File: src/rtl/timer_pkg.sv
// Shared types and default widths for the timer event controller.
package timer_pkg;

  localparam int TIMER_CW = 16;
  localparam int TIMER_MW = 8;

  typedef enum logic {
    IDLE = 1'b0,
    RUN  = 1'b1
  } timer_state_t;

endpackage

File: src/rtl/sat_counter.sv
// Saturating up-counter with synchronous clear; clear has priority over increment.
module sat_counter #(
  parameter int W = 8
) (
  input  logic         clk,
  input  logic         reset_n,
  input  logic         clr,
  input  logic         inc,
  output logic [W-1:0] count
);

  // Count up on inc, stick at all-ones, clear on request.
  always_ff @(posedge clk or negedge reset_n) begin
    if (!reset_n) begin
      count <= '0;
    end else if (clr) begin
      count <= '0;
    end else if (inc && (count != '1)) begin
      count <= count + W'(1);
    end
  end

endmodule

File: src/rtl/timer_event_ctrl.sv
// Timer event controller: enables the downstream counter, counts its done
// strobes as ticks, and signals expiries through a sticky interrupt.
//
// Handshakes: start and stop are single-cycle requests, always accepted on the
// edge they are sampled (stop wins over start). irq is a level that stays high
// until irq_ack is seen on an edge with no simultaneous expiry; an expiry on
// the same edge as irq_ack keeps irq set.
module timer_event_ctrl
  import timer_pkg::*;
#(
  parameter int CW = TIMER_CW,
  parameter int MW = TIMER_MW
) (
  input  logic          clk,
  input  logic          reset_n,
  input  logic          start,
  input  logic          stop,
  input  logic          periodic,
  input  logic [CW-1:0] event_count,
  input  logic          tick,
  input  logic          irq_ack,
  output logic          timer_en,
  output logic          busy,
  output logic          irq,
  output logic          expired,
  output logic [CW-1:0] remaining,
  output logic [MW-1:0] missed,
  output logic          state_dbg
);

  timer_state_t  state, state_next;
  logic [CW-1:0] remaining_next;
  logic [CW-1:0] reload, reload_next;
  logic          periodic_q, periodic_next;
  logic [CW-1:0] load_value;
  logic          qtick;
  logic          start_acc;
  logic          expire;
  logic          miss_inc;

  // Both outputs are decoded straight from the state register.
  assign timer_en  = (state == RUN);
  assign busy      = (state == RUN);
  assign state_dbg = state;

  // A paused counter may hold done high, so ticks only count while enabled.
  assign qtick = tick & timer_en;

  // A programmed count of zero behaves as a count of one.
  assign load_value = (event_count == '0) ? CW'(1) : event_count;

  // Next-state, reload and remaining-count decisions.
  always_comb begin
    state_next     = state;
    remaining_next = remaining;
    reload_next    = reload;
    periodic_next  = periodic_q;
    start_acc      = 1'b0;
    expire         = 1'b0;
    case (state)
      IDLE: begin
        if (start && !stop) begin
          start_acc      = 1'b1;
          remaining_next = load_value;
          reload_next    = load_value;
          periodic_next  = periodic;
          state_next     = RUN;
        end
      end
      RUN: begin
        if (stop) begin
          // Abort keeps remaining as-is and suppresses any expiry.
          state_next = IDLE;
        end else if (start) begin
          // Restart discards any coincident tick.
          start_acc      = 1'b1;
          remaining_next = load_value;
          reload_next    = load_value;
          periodic_next  = periodic;
        end else if (qtick) begin
          if (remaining > CW'(1)) begin
            remaining_next = remaining - CW'(1);
          end else begin
            expire = 1'b1;
            if (periodic_q) begin
              remaining_next = reload;
            end else begin
              remaining_next = '0;
              state_next     = IDLE;
            end
          end
        end
      end
      default: begin
        state_next = IDLE;
      end
    endcase
  end

  // FSM state, counting registers and the expiry pulse.
  always_ff @(posedge clk or negedge reset_n) begin
    if (!reset_n) begin
      state      <= IDLE;
      remaining  <= '0;
      reload     <= '0;
      periodic_q <= 1'b0;
      expired    <= 1'b0;
    end else begin
      state      <= state_next;
      remaining  <= remaining_next;
      reload     <= reload_next;
      periodic_q <= periodic_next;
      expired    <= expire;
    end
  end

  // Sticky interrupt: a new expiry beats a coincident acknowledge.
  always_ff @(posedge clk or negedge reset_n) begin
    if (!reset_n) begin
      irq <= 1'b0;
    end else if (expire) begin
      irq <= 1'b1;
    end else if (irq_ack) begin
      irq <= 1'b0;
    end
  end

  // An expiry is lost only if the previous one is still pending and unacknowledged.
  assign miss_inc = expire & irq & ~irq_ack;

  sat_counter #(
    .W(MW)
  ) u_missed (
    .clk    (clk),
    .reset_n(reset_n),
    .clr    (start_acc),
    .inc    (miss_inc),
    .count  (missed)
  );

endmodule
File: config.mk
export PLATFORM = sky130hd
export DESIGN_NAME = timer_event_ctrl
export DESIGN_NICKNAME = d
export VERILOG_FILES = /design/src/rtl/timer_pkg.sv /design/src/rtl/sat_counter.sv /design/src/rtl/timer_event_ctrl.sv
export SDC_FILE = /design/constraint.sdc
export NUM_CORES = 1
export LEC_CHECK = 0
export CAP_MARGIN = 20
export CORE_MARGIN = 5
export CORE_UTILIZATION = 45
export DETAILED_ROUTE_END_ITERATION = 6
export PLACE_DENSITY = 0.71
export SYNTH_ARGS = -nofsm -noshare
export SYNTH_HDL_FRONTEND = slang
export SYNTH_SLANG_ARGS = --single-unit
File: constraint.sdc
create_clock -name clk -period 2.55 [get_ports clk]
set_input_delay 0.255 -clock clk [delete_from_list [all_inputs] [get_ports clk]]
set_output_delay 0.255 -clock clk [all_outputs]
set_load 0.01 [all_outputs]
# Word-level counts from Yosys, hierarchy flattened
# Index checks and enable logic that the tools add are counted.
# op_classes
addsub,2
n_mul,0
div_mod_pow,0
n_lt_le_gt_ge,1
n_eq_ne,5
n_shift,0
n_mux,34
n_bitwise,5
reduce_logical,8
# op_table
cell,count
16-bit 2-to-1 mux,9
16-bit one-hot mux with 2 select lines,2
1-bit 2-to-1 mux,18
16-bit by 1-bit greater-than comparator with 1-bit output (second input constant),1
16-bit zero test,1
8-bit 2-to-1 mux,2
16-bit by 1-bit subtractor with 16-bit output (second input constant),1
8-bit by 1-bit adder with 8-bit output (second input constant),1
8-bit != test (second input constant),1
2-bit != test (second input constant),3
1-bit one-hot mux with 2 select lines,3
3-bit AND reduction,2
2-bit nonzero test,2
1-bit AND,3
3-bit by 2-bit != test with 1-bit output (second input constant),1
1-bit logical AND,2
1-bit inverter,2
1-bit zero test,1
# word_totals
regBits,44
latch_bits,0
mem_bits_rw,0
romBits,0
in_bits,23
out_inout_bits,29
elab_cells,62
n_memories,0

# Depth between registers and ports, before layout
# Gate-level depths: netlist (run 1).
# logic_depth
word_depth,11
depth_mapped,8
ltp_nobuf,7

# Hierarchy
# Synthesis (run 1) repeated with hierarchy kept, for this count alone.
# hier_totals
cells_unflattened,279
hier_area_um2,2467.4
# modules_own_cells
module,n_inst,cells_each,area_per_inst_um2,seq_area_each_um2
timer_event_ctrl,1,230,2003.2,900.9
sat_counter,1,49,464.2,200.2

# Worst setup path after synthesis (run 1)
# No wires, ideal clock.
# synth_timing
path_kind,flip-flop to flip-flop
from,register remaining[12]
to,register remaining[0]
setup_time_ns,0.124
arrival_time_ns,1.938
required_ns,2.426
slack_ns,0.488
stages_incl_launch_ff,7
path_buffers,1
period_less_slack_ns,2.062
path_cell_list,dfrtp_1 or4_1 or4_1 buf_6 nor2_8 a2111oi_1 a211o_1
# synth_via
elab_chain_cells,6
# synth_rtl
item,line_no,source
from (decl),timer_event_ctrl.sv:26,"output logic [CW-1:0] remaining,"
from (signal assigned),timer_event_ctrl.sv:110,remaining <= remaining_next;
16-bit by 1-bit greater-than comparator with 1-bit output,timer_event_ctrl.sv:81,if (remaining > CW'(1)) begin
16-bit 2-to-1 mux,timer_event_ctrl.sv:81,
16-bit 2-to-1 mux,timer_event_ctrl.sv:80,end else if (qtick) begin
16-bit 2-to-1 mux,timer_event_ctrl.sv:74,end else if (start) begin
16-bit 2-to-1 mux,timer_event_ctrl.sv:71,if (stop) begin
16-bit one-hot mux with 2 select lines,timer_event_ctrl.sv:60,case (state)
# Every way passes these cells. The select of a mux whose other input is x is not followed.
# A chain may end at the register's enable or synchronous reset.

# Final worst setup path (run 1)
# Ends and elaborated chain as after synthesis.

==> results.sh, run 1 <==
export IMPL_required_ns=2.74
export IMPL_final_period_utilization_pct=91.2
export IMPL_powerDensity_nw_per_um2=529
export IMPL_grt_util_all_layers_pct=22.1
export IMPL_ys_warn_count=0
export IMPL_worst_setup_path_end_kind="register"
export IMPL_port_buffers=51
export IMPL_totalNegativeSetupSlack_ns=0
export IMPL_path_depth=5
export IMPL_hold_viol_final=0
export IMPL_ctsLongestPathBuffers=2
export IMPL_clk_latency_ns=0.30
export IMPL_clkSinkCount=44
export IMPL_slowest_delay_ns=0.66
export IMPL_r2r_start="remaining[12]$_DFFE_PN0P_"
export IMPL_yosysMostFrequentCell="nand2_1"
export IMPL_postCtsSetupBuffers=0
export IMPL_min_path_type="in2async"
export IMPL_syn_mean_instance_area_sq_um=8.54
export IMPL_max_cap_violations=0
export IMPL_crit_chain="or4_1 -> or4_1 -> nor2_8 -> a2111oi_1 -> a211o_1"
export IMPL_insertedDiodeCount=0
export IMPL_cts_buffers=5
export IMPL_reg2reg_depth=5
export IMPL_htreeDepth=2
export IMPL_wl_um=7730
export IMPL_synth_async_reset_ratio_pct=100
export IMPL_synth_area_leaders="dfrtp_1, nand2_1, nor4_2"
export IMPL_final_nets=393
export IMPL_syn_to_final_growth_pct=28.7
export IMPL_viasPerCell=5.75
export IMPL_start_util_pct=47.1
export IMPL_grt_max_degree=45
export IMPL_max_slew_margin_pct=52.4
export IMPL_synth_ff_type="dfrtp_1"
export IMPL_ir_drop_mv=0.334
export IMPL_drt_pass1_iterations=4
export IMPL_drv_slew=0
export IMPL_globalplace_congestion=0.916
export IMPL_die_h_um=86.6
export IMPL_ioPinCount=52
export IMPL_cp_slowest_cell="or4_1"
export IMPL_grt_busiest_layer="met2"
export IMPL_synth_top_area_share_pct=41.7
export IMPL_core_area_sq_um=5610
export IMPL_gr_total_overflow=0
export IMPL_synth_edf_count=0
export IMPL_clockRootBuffer="clkbuf_8"
export IMPL_timing_rr_end="remaining[0]$_DFFE_PN0P_"
export IMPL_dieArea_sq_um=7500
export IMPL_synth_largest_area_cell="dfrtp_1"
export IMPL_status="finished, final reports clean"
export IMPL_synth_fp_nets=335
export IMPL_drt_iter0_markers=198
export IMPL_cts_tree="yes"
export IMPL_met2_usage_pct=35.3
export IMPL_finalCriticalPeriod_ns=2.33
export IMPL_grt_pass1_vias=2649
export IMPL_grt_pass1_wl_um=13100
export IMPL_netlist_area_sq_um=2640
export IMPL_dpl_cell_area_sq_um=3270
export IMPL_critPathLaunchType="register"
export IMPL_grt_antenna_before_repair=0
export IMPL_seq_area_frac_synth_pct=41.7
export IMPL_post_cts_resized=0
export IMPL_synth_common_cells="nand2_1, dfrtp_1, nor2_1"
export IMPL_grtUsageMet1_pct=29.8
export IMPL_drive_gt1_share_pct=12.0
export IMPL_crit_family="simple AND/OR/NAND/NOR gates"
export IMPL_reg2reg_slack_ns=0.22
export IMPL_postCtsHoldBufs=0
export IMPL_yosys_register_bits=44
export IMPL_cp_max_fo=7
export IMPL_path_buf_inv=0
export IMPL_post_route_drc_count=0
export IMPL_skew_ns=0.00456
export IMPL_wl_per_cell_um=17.6
export IMPL_die_width_um=86.6
export IMPL_fmax_mhz=430
export IMPL_rsz0062_at_grt="false"
export IMPL_synth_distinct_cells=52
export IMPL_dp_slack_ns=0.241
export IMPL_clk_pin_slew_ns=0.08
export IMPL_synth_cells=309
export IMPL_grt_util_met3_pct=6.08
export IMPL_hpwl_um=5670
export IMPL_power_leakage_uw=0.00142
export IMPL_vias=2529
export IMPL_detail_route_antenna_nets=0
export IMPL_stdcell_area_sq_um=3400
export IMPL_crit_type="reg2reg"
export IMPL_timing_final_ws_setup_ns=0.224
export IMPL_cpMostUsedCell="or4_1"
export IMPL_row_count=27
export IMPL_tightest_slew_ns=0.711
export IMPL_critPathArrivalTime_ns=2.52
export IMPL_setup_viol=0
cell families after synthesis:
kind of cell / after synthesis / share of synthesized area [%]
AOI/OAI and AO/OA: 61 / 15.7
xor gates and xnor gates: 11 / 3.65
adders and majority gates: 3 / 1.42
buffers and inverters: 23 / 3.89
DFF: 44 / 41.7
muxes: 2 / 0.806
and+or+nand+nor: 165 / 32.8
layout make-up:
type,count,area (sq um)
Inverter,5,18.8
Multi-Input combinational cell,242,1440
Fill cell,537,2210
Sequential cell,44,1100
Clock inverter,2,10.0
Timing Repair Buffer,69,656
Clock buffer,6,82.6
Tap cell,72,90.1
through the flow:
stage	power, uW	instances	utilization (%)	hold slack [ns]
4_1_cts	1800	438	60.0	0.153
3_3_place_gp	1340	430	58.4	0.452
2_1_floorplan	1100	309	-	-0.0406
5_1_grt	1910	440	60.6	0.464
6_report	1800	440	60.6	0.438
3_5_place_dp	1340	430	58.4	0.464
registers in the layout, summed over array words and instances (netlist names):
signal          cells
reload             16
expired             1
busy                1
irq                 1
periodic_q          1
u_missed.count      8
remaining          16
worst max path at each step:
stage,slack [ns],from,end
final,0.22,remaining[12]$_DFFE_PN0P_,remaining[0]$_DFFE_PN0P_
after CTS,0.23,remaining[12]$_DFFE_PN0P_,remaining[0]$_DFFE_PN0P_
after global routing,0.07,remaining[14]$_DFFE_PN0P_,remaining[8]$_DFFE_PN0P_
after global placement,0.28,remaining[12]$_DFFE_PN0P_,remaining[0]$_DFFE_PN0P_
after floorplan,0.49,remaining[12]$_DFFE_PN0P_,remaining[0]$_DFFE_PN0P_
after detailed placement,0.24,remaining[12]$_DFFE_PN0P_,remaining[0]$_DFFE_PN0P_
report_power, final:
| part | leakage [uW] | switching (uW) | internal, uW |
|---|---|---|---|
| clock | 0.0000510 | 243 | 217 |
| sequential | 0.000547 | 101 | 769 |
| combinational | 0.000825 | 234 | 234 |
| total | 0.00142 | 578 | 1220 |
metal layers:
layer	vias up	share of wire, %
met2	89	49
met4	0	0.53
met3	6	7.3
met1	1211	43
li1	1223	-
met5	-	0
cells in the final DEF, fill, tap and decap left out, types with 6 or more instances in the layout:
| master | count |
|---|---|
| a21oi_1 | 10 |
| a31oi_1 | 11 |
| buf_4 | 16 |
| clkbuf_8 | 6 |
| clkdlybuf4s50_1 | 50 |
| dfrtp_1 | 44 |
| nand2_1 | 80 |
| nand3_1 | 15 |
| nor2_1 | 23 |
| nor4_2 | 7 |
| o21ai_0 | 6 |
| o21ai_1 | 7 |
| o32ai_1 | 9 |
| xnor2_1 | 8 |
Power figures use the tool's default switching activity.
==> run 2, diff against run 1 <==
--- a/config.mk
+++ b/config.mk
@@ -9,7 +9,8 @@
 export CORE_MARGIN = 5
 export CORE_UTILIZATION = 45
 export DETAILED_ROUTE_END_ITERATION = 6
-export PLACE_DENSITY = 0.71
+export PLACE_DENSITY = 0.72
 export SYNTH_ARGS = -nofsm -noshare
 export SYNTH_HDL_FRONTEND = slang
+export SYNTH_HIERARCHICAL = 1
 export SYNTH_SLANG_ARGS = --single-unit
==> run 2 against run 1 <==
Effect of this change: sequential cell count did not move; sequential power fell by 0.7%; synthesized cell count fell by 9.7%; clock power fell by 4%; critical endpoint is now u_missed/count[7]$_DFFE_PN0P_; non-clock buffer count fell by 3; the run now ends with DRC left; die area fell by 5.8%; register-to-register slack got worse by 0.08 ns; area after synthesis fell by 6.5%; combinational power fell by 5.8%.
==> results.sh, run 2 <==
export IMPL_drv_slew=0
export IMPL_ctsLongestPathBuffers=2
export IMPL_setup_viol=0
export IMPL_power_leakage_uw=0.00136
export IMPL_hold_viol_final=0
export IMPL_status="finished with violations"
export IMPL_synth_async_reset_ratio_pct=100
export IMPL_hpwl_um=4980
export IMPL_grt_pass1_wl_um=11700
export IMPL_crit_path_end="u_missed/count[7]$_DFFE_PN0P_"
export IMPL_postCtsSetupBuffers=0
export IMPL_crit_type="reg2reg"
export IMPL_viasPerCell=5.85
export IMPL_yosys_register_bits=44
export IMPL_violations="DRC"
export IMPL_wl_met3_um=494
export IMPL_synth_distinct_cells=50
export IMPL_grt_pass1_vias=2352
export IMPL_p_sw_uw=561
export IMPL_yosysMostFrequentCell="nand2_1"
export IMPL_cts_tree="yes"
export IMPL_die_h_um=84.0
export IMPL_crit_chain="or4_4 -> nor4_4 -> nand2_2 -> nor3_2 -> buf_4 -> nand3_2 -> or3_1 -> a211oi_2"
export IMPL_vias=2399
export IMPL_reg2reg_depth=8
export IMPL_clk_latency_ns=0.30
export IMPL_row_count=27
export IMPL_p_clk_share_pct=25.3
export IMPL_synth_largest_area_cell="dfrtp_1"
export IMPL_fillerInstances=492
export IMPL_final_period_utilization_pct=94.2
export IMPL_layout_commonest_cell="nand2_1"
export IMPL_timing_rr_end="u_missed/count[7]$_DFFE_PN0P_"
export IMPL_powerDensity_nw_per_um2=544
export IMPL_reg2reg_slack_ns=0.15
export IMPL_synth_edf_count=0
export IMPL_regArea_sq_um=1100
export IMPL_final_nets=363
export IMPL_max_slew_margin_pct=54.2
export IMPL_min_path_type="reg2reg"
export IMPL_detail_route_antenna_nets=0
export IMPL_synth_ff_type="dfrtp_1"
export IMPL_swShare_pct=32.1
export IMPL_clk_pin_slew_ns=0.09
export IMPL_ir_drop_mv=0.283
export IMPL_synth_top_area_share_pct=44.6
export IMPL_top_regs="reload x16, remaining x16, u_missed/count x8"
export IMPL_tightest_slew_ns=0.685
export IMPL_skew_ns=0.0119
export IMPL_drt_pass1_iterations=7
export IMPL_drt_iter0_markers=212
export IMPL_wl_met1_um=3070
export IMPL_multi_input_area_sq_um=1280
export IMPL_gr_total_overflow=0
export IMPL_dpl_cell_area_sq_um=3100
export IMPL_syn_mean_instance_area_sq_um=8.84
export IMPL_stdcell_area_sq_um=3210
export IMPL_finalCriticalPeriod_ns=2.40
export IMPL_grt_antenna_before_repair=0
export IMPL_die_width_um=84.0
export IMPL_drive_gt1_share_pct=12.4
export IMPL_wl_met2_um=3260
export IMPL_start_util_pct=45.6
export IMPL_core_area_sq_um=5410
export IMPL_r2r_start="remaining[14]$_DFFE_PN0P_"
export IMPL_synth_common_cells="nand2_1, dfrtp_1, nor2_1"
export IMPL_ys_warn_count=6
export IMPL_globalplace_congestion=0.881
export IMPL_cts_buffers=5
export IMPL_seq_area_frac_synth_pct=44.6
export IMPL_synth_cells=279
export IMPL_wl_per_cell_um=16.9
export IMPL_port_buffers=51
export IMPL_internal_power_uw=1190
export IMPL_p_total_uw=1750
export IMPL_final_cell_mix="nand2_1, clkdlybuf4s50_1, dfrtp_1"
export IMPL_pwr_share_seq_pct=49.5
export IMPL_cp_max_fo=9
export IMPL_slowest_delay_ns=0.55
export IMPL_synth_area_leaders="dfrtp_1, nand2_1, a31oi_1"
export IMPL_ioPinCount=52
export IMPL_worst_setup_path_end_kind="register"
export IMPL_critPathArrivalTime_ns=2.62
export IMPL_required_ns=2.77
export IMPL_critPathLaunchType="register"
export IMPL_p_comb_share_pct=25.2
export IMPL_grt_max_degree=30
export IMPL_wl_um=6950
export IMPL_max_cap_violations=0
export IMPL_fmax_mhz=416
export IMPL_dieArea_sq_um=7060
export IMPL_clkSinkCount=44
export IMPL_insertedDiodeCount=0
export IMPL_post_route_drc_count=1
export IMPL_netlist_area_sq_um=2470
export IMPL_topRoutingLayerUsed="met4"
export IMPL_cp_slowest_cell="or4_4"
export IMPL_syn_to_final_growth_pct=30.0
export IMPL_crit_start="remaining[14]$_DFFE_PN0P_"
export IMPL_clockRootBuffer="clkbuf_8"
export IMPL_grt_util_all_layers_pct=20.5
export IMPL_htreeDepth=2
export IMPL_synth_fp_nets=305
==> run 2: changes by cell type in the layout (fill, tap and decap cells not counted), sizes merged, moves of 6 or more <==
cell   before  now
nor4       14    8
o32ai       9    0
nor3        4   12
nand3      15    5
nor2       25   14
nand2      82   62
o22ai       0    7
==> run 2: worst max-delay path, delay by kind of cell (launching register included) <==
family / cells / cell delay, ns
compound gates: 1 / 0.18
flops: 1 / 0.41
simple gates: 6 / 1.53
buf+inv: 1 / 0.19
==> run 2: final cells by class <==
class                   count  share of cell area (%)
multi-input cells         213                    39.9
flip-flops and latches     44                    34.4
repair buffers             66                    19.3
well taps                  72                    2.81
clock buffers               6                    2.26
inverters                   7                   0.819
clock inverters             2                   0.390
==> run 2: worst min-delay path by stage <==
stage	from	to	slack, ns	depth (start not counted)
2_1_floorplan	reset_n	busy$_DFF_PN0_	-0.04	0
3_3_place_gp	reset_n	reload[13]$_DFFE_PN0P_	0.32	1
3_5_place_dp	reset_n	reload[13]$_DFFE_PN0P_	0.33	1
4_1_cts	periodic	periodic_q$_DFFE_PN0P_	0.47	3
5_1_grt	periodic	periodic_q$_DFFE_PN0P_	0.48	3
6_report	reload[6]$_DFFE_PN0P_	reload[6]$_DFFE_PN0P_	0.48	2
==> run 2: power groups by stage <==
| stage | logic, uW | clock network (uW) | registers (uW) |
|---|---|---|---|
| 6_report | 441 | 441 | 864 |
| 5_1_grt | 489 | 483 | 877 |
| 4_1_cts | 442 | 449 | 862 |
| 3_5_place_dp | 438 | 0 | 875 |
| 3_3_place_gp | 432 | 0 | 872 |
| 2_1_floorplan | 212 | 0 | 873 |
==> run 2: metrics by stage <==
stage	setup slack, ns	hold slack [ns]	utilization (%)	TNS (ns)	std cells
after floorplan	0.00118	-0.0406	-	0	279
after global placement	0.143	0.322	57.3	0	401
after detailed placement	0.119	0.330	57.3	0	401
after CTS	0.0940	0.474	59.1	0	410
after global routing	-0.0185	0.479	59.4	-0.0185	410
final	0.149	0.476	59.4	0	410
==> run 2: logic make-up (layout without fill, tap and decap cells) <==
group | Yosys count | after routing | share of synthesized area, %
adder cells (fa/ha/maj) | 3 | 3 | 1.52
AO/OA/AOI/OAI | 59 | 59 | 15.8
flip-flops | 44 | 44 | 44.6
XOR/XNOR | 7 | 7 | 2.48
AND/OR/NAND/NOR | 136 | 136 | 27.5
multiplexers | 8 | 8 | 3.45
buffers and inverters | 22 | 81 | 4.56
==> run 2: routing by layer <==
layer / vias to the layer above / global-route usage [%]
met2: 112 / 32.2
met3: 11 / 4.24
met4: 0 / 6.58
met1: 1151 / 28.2
li1: 1125 / -
met5: - / 0
==> run 2: timing repair <==
item                                    in CTS  in global routing
gates resized for setup                      0                  5
endpoints found under the hold margin       11                  0
hold buffers                                 1                  0
endpoints found under the setup margin       0                  3
==> run 3, diff against run 2 <==
--- a/config.mk
+++ b/config.mk
@@ -8,6 +8,7 @@
 export CAP_MARGIN = 20
 export CORE_MARGIN = 5
 export CORE_UTILIZATION = 45
+export CTS_CLUSTER_SIZE = 24
 export DETAILED_ROUTE_END_ITERATION = 6
 export PLACE_DENSITY = 0.72
 export SYNTH_ARGS = -nofsm -noshare
==> results of run 3 <==
No change in the layout: final DEF, timing and power equal those of run 2.
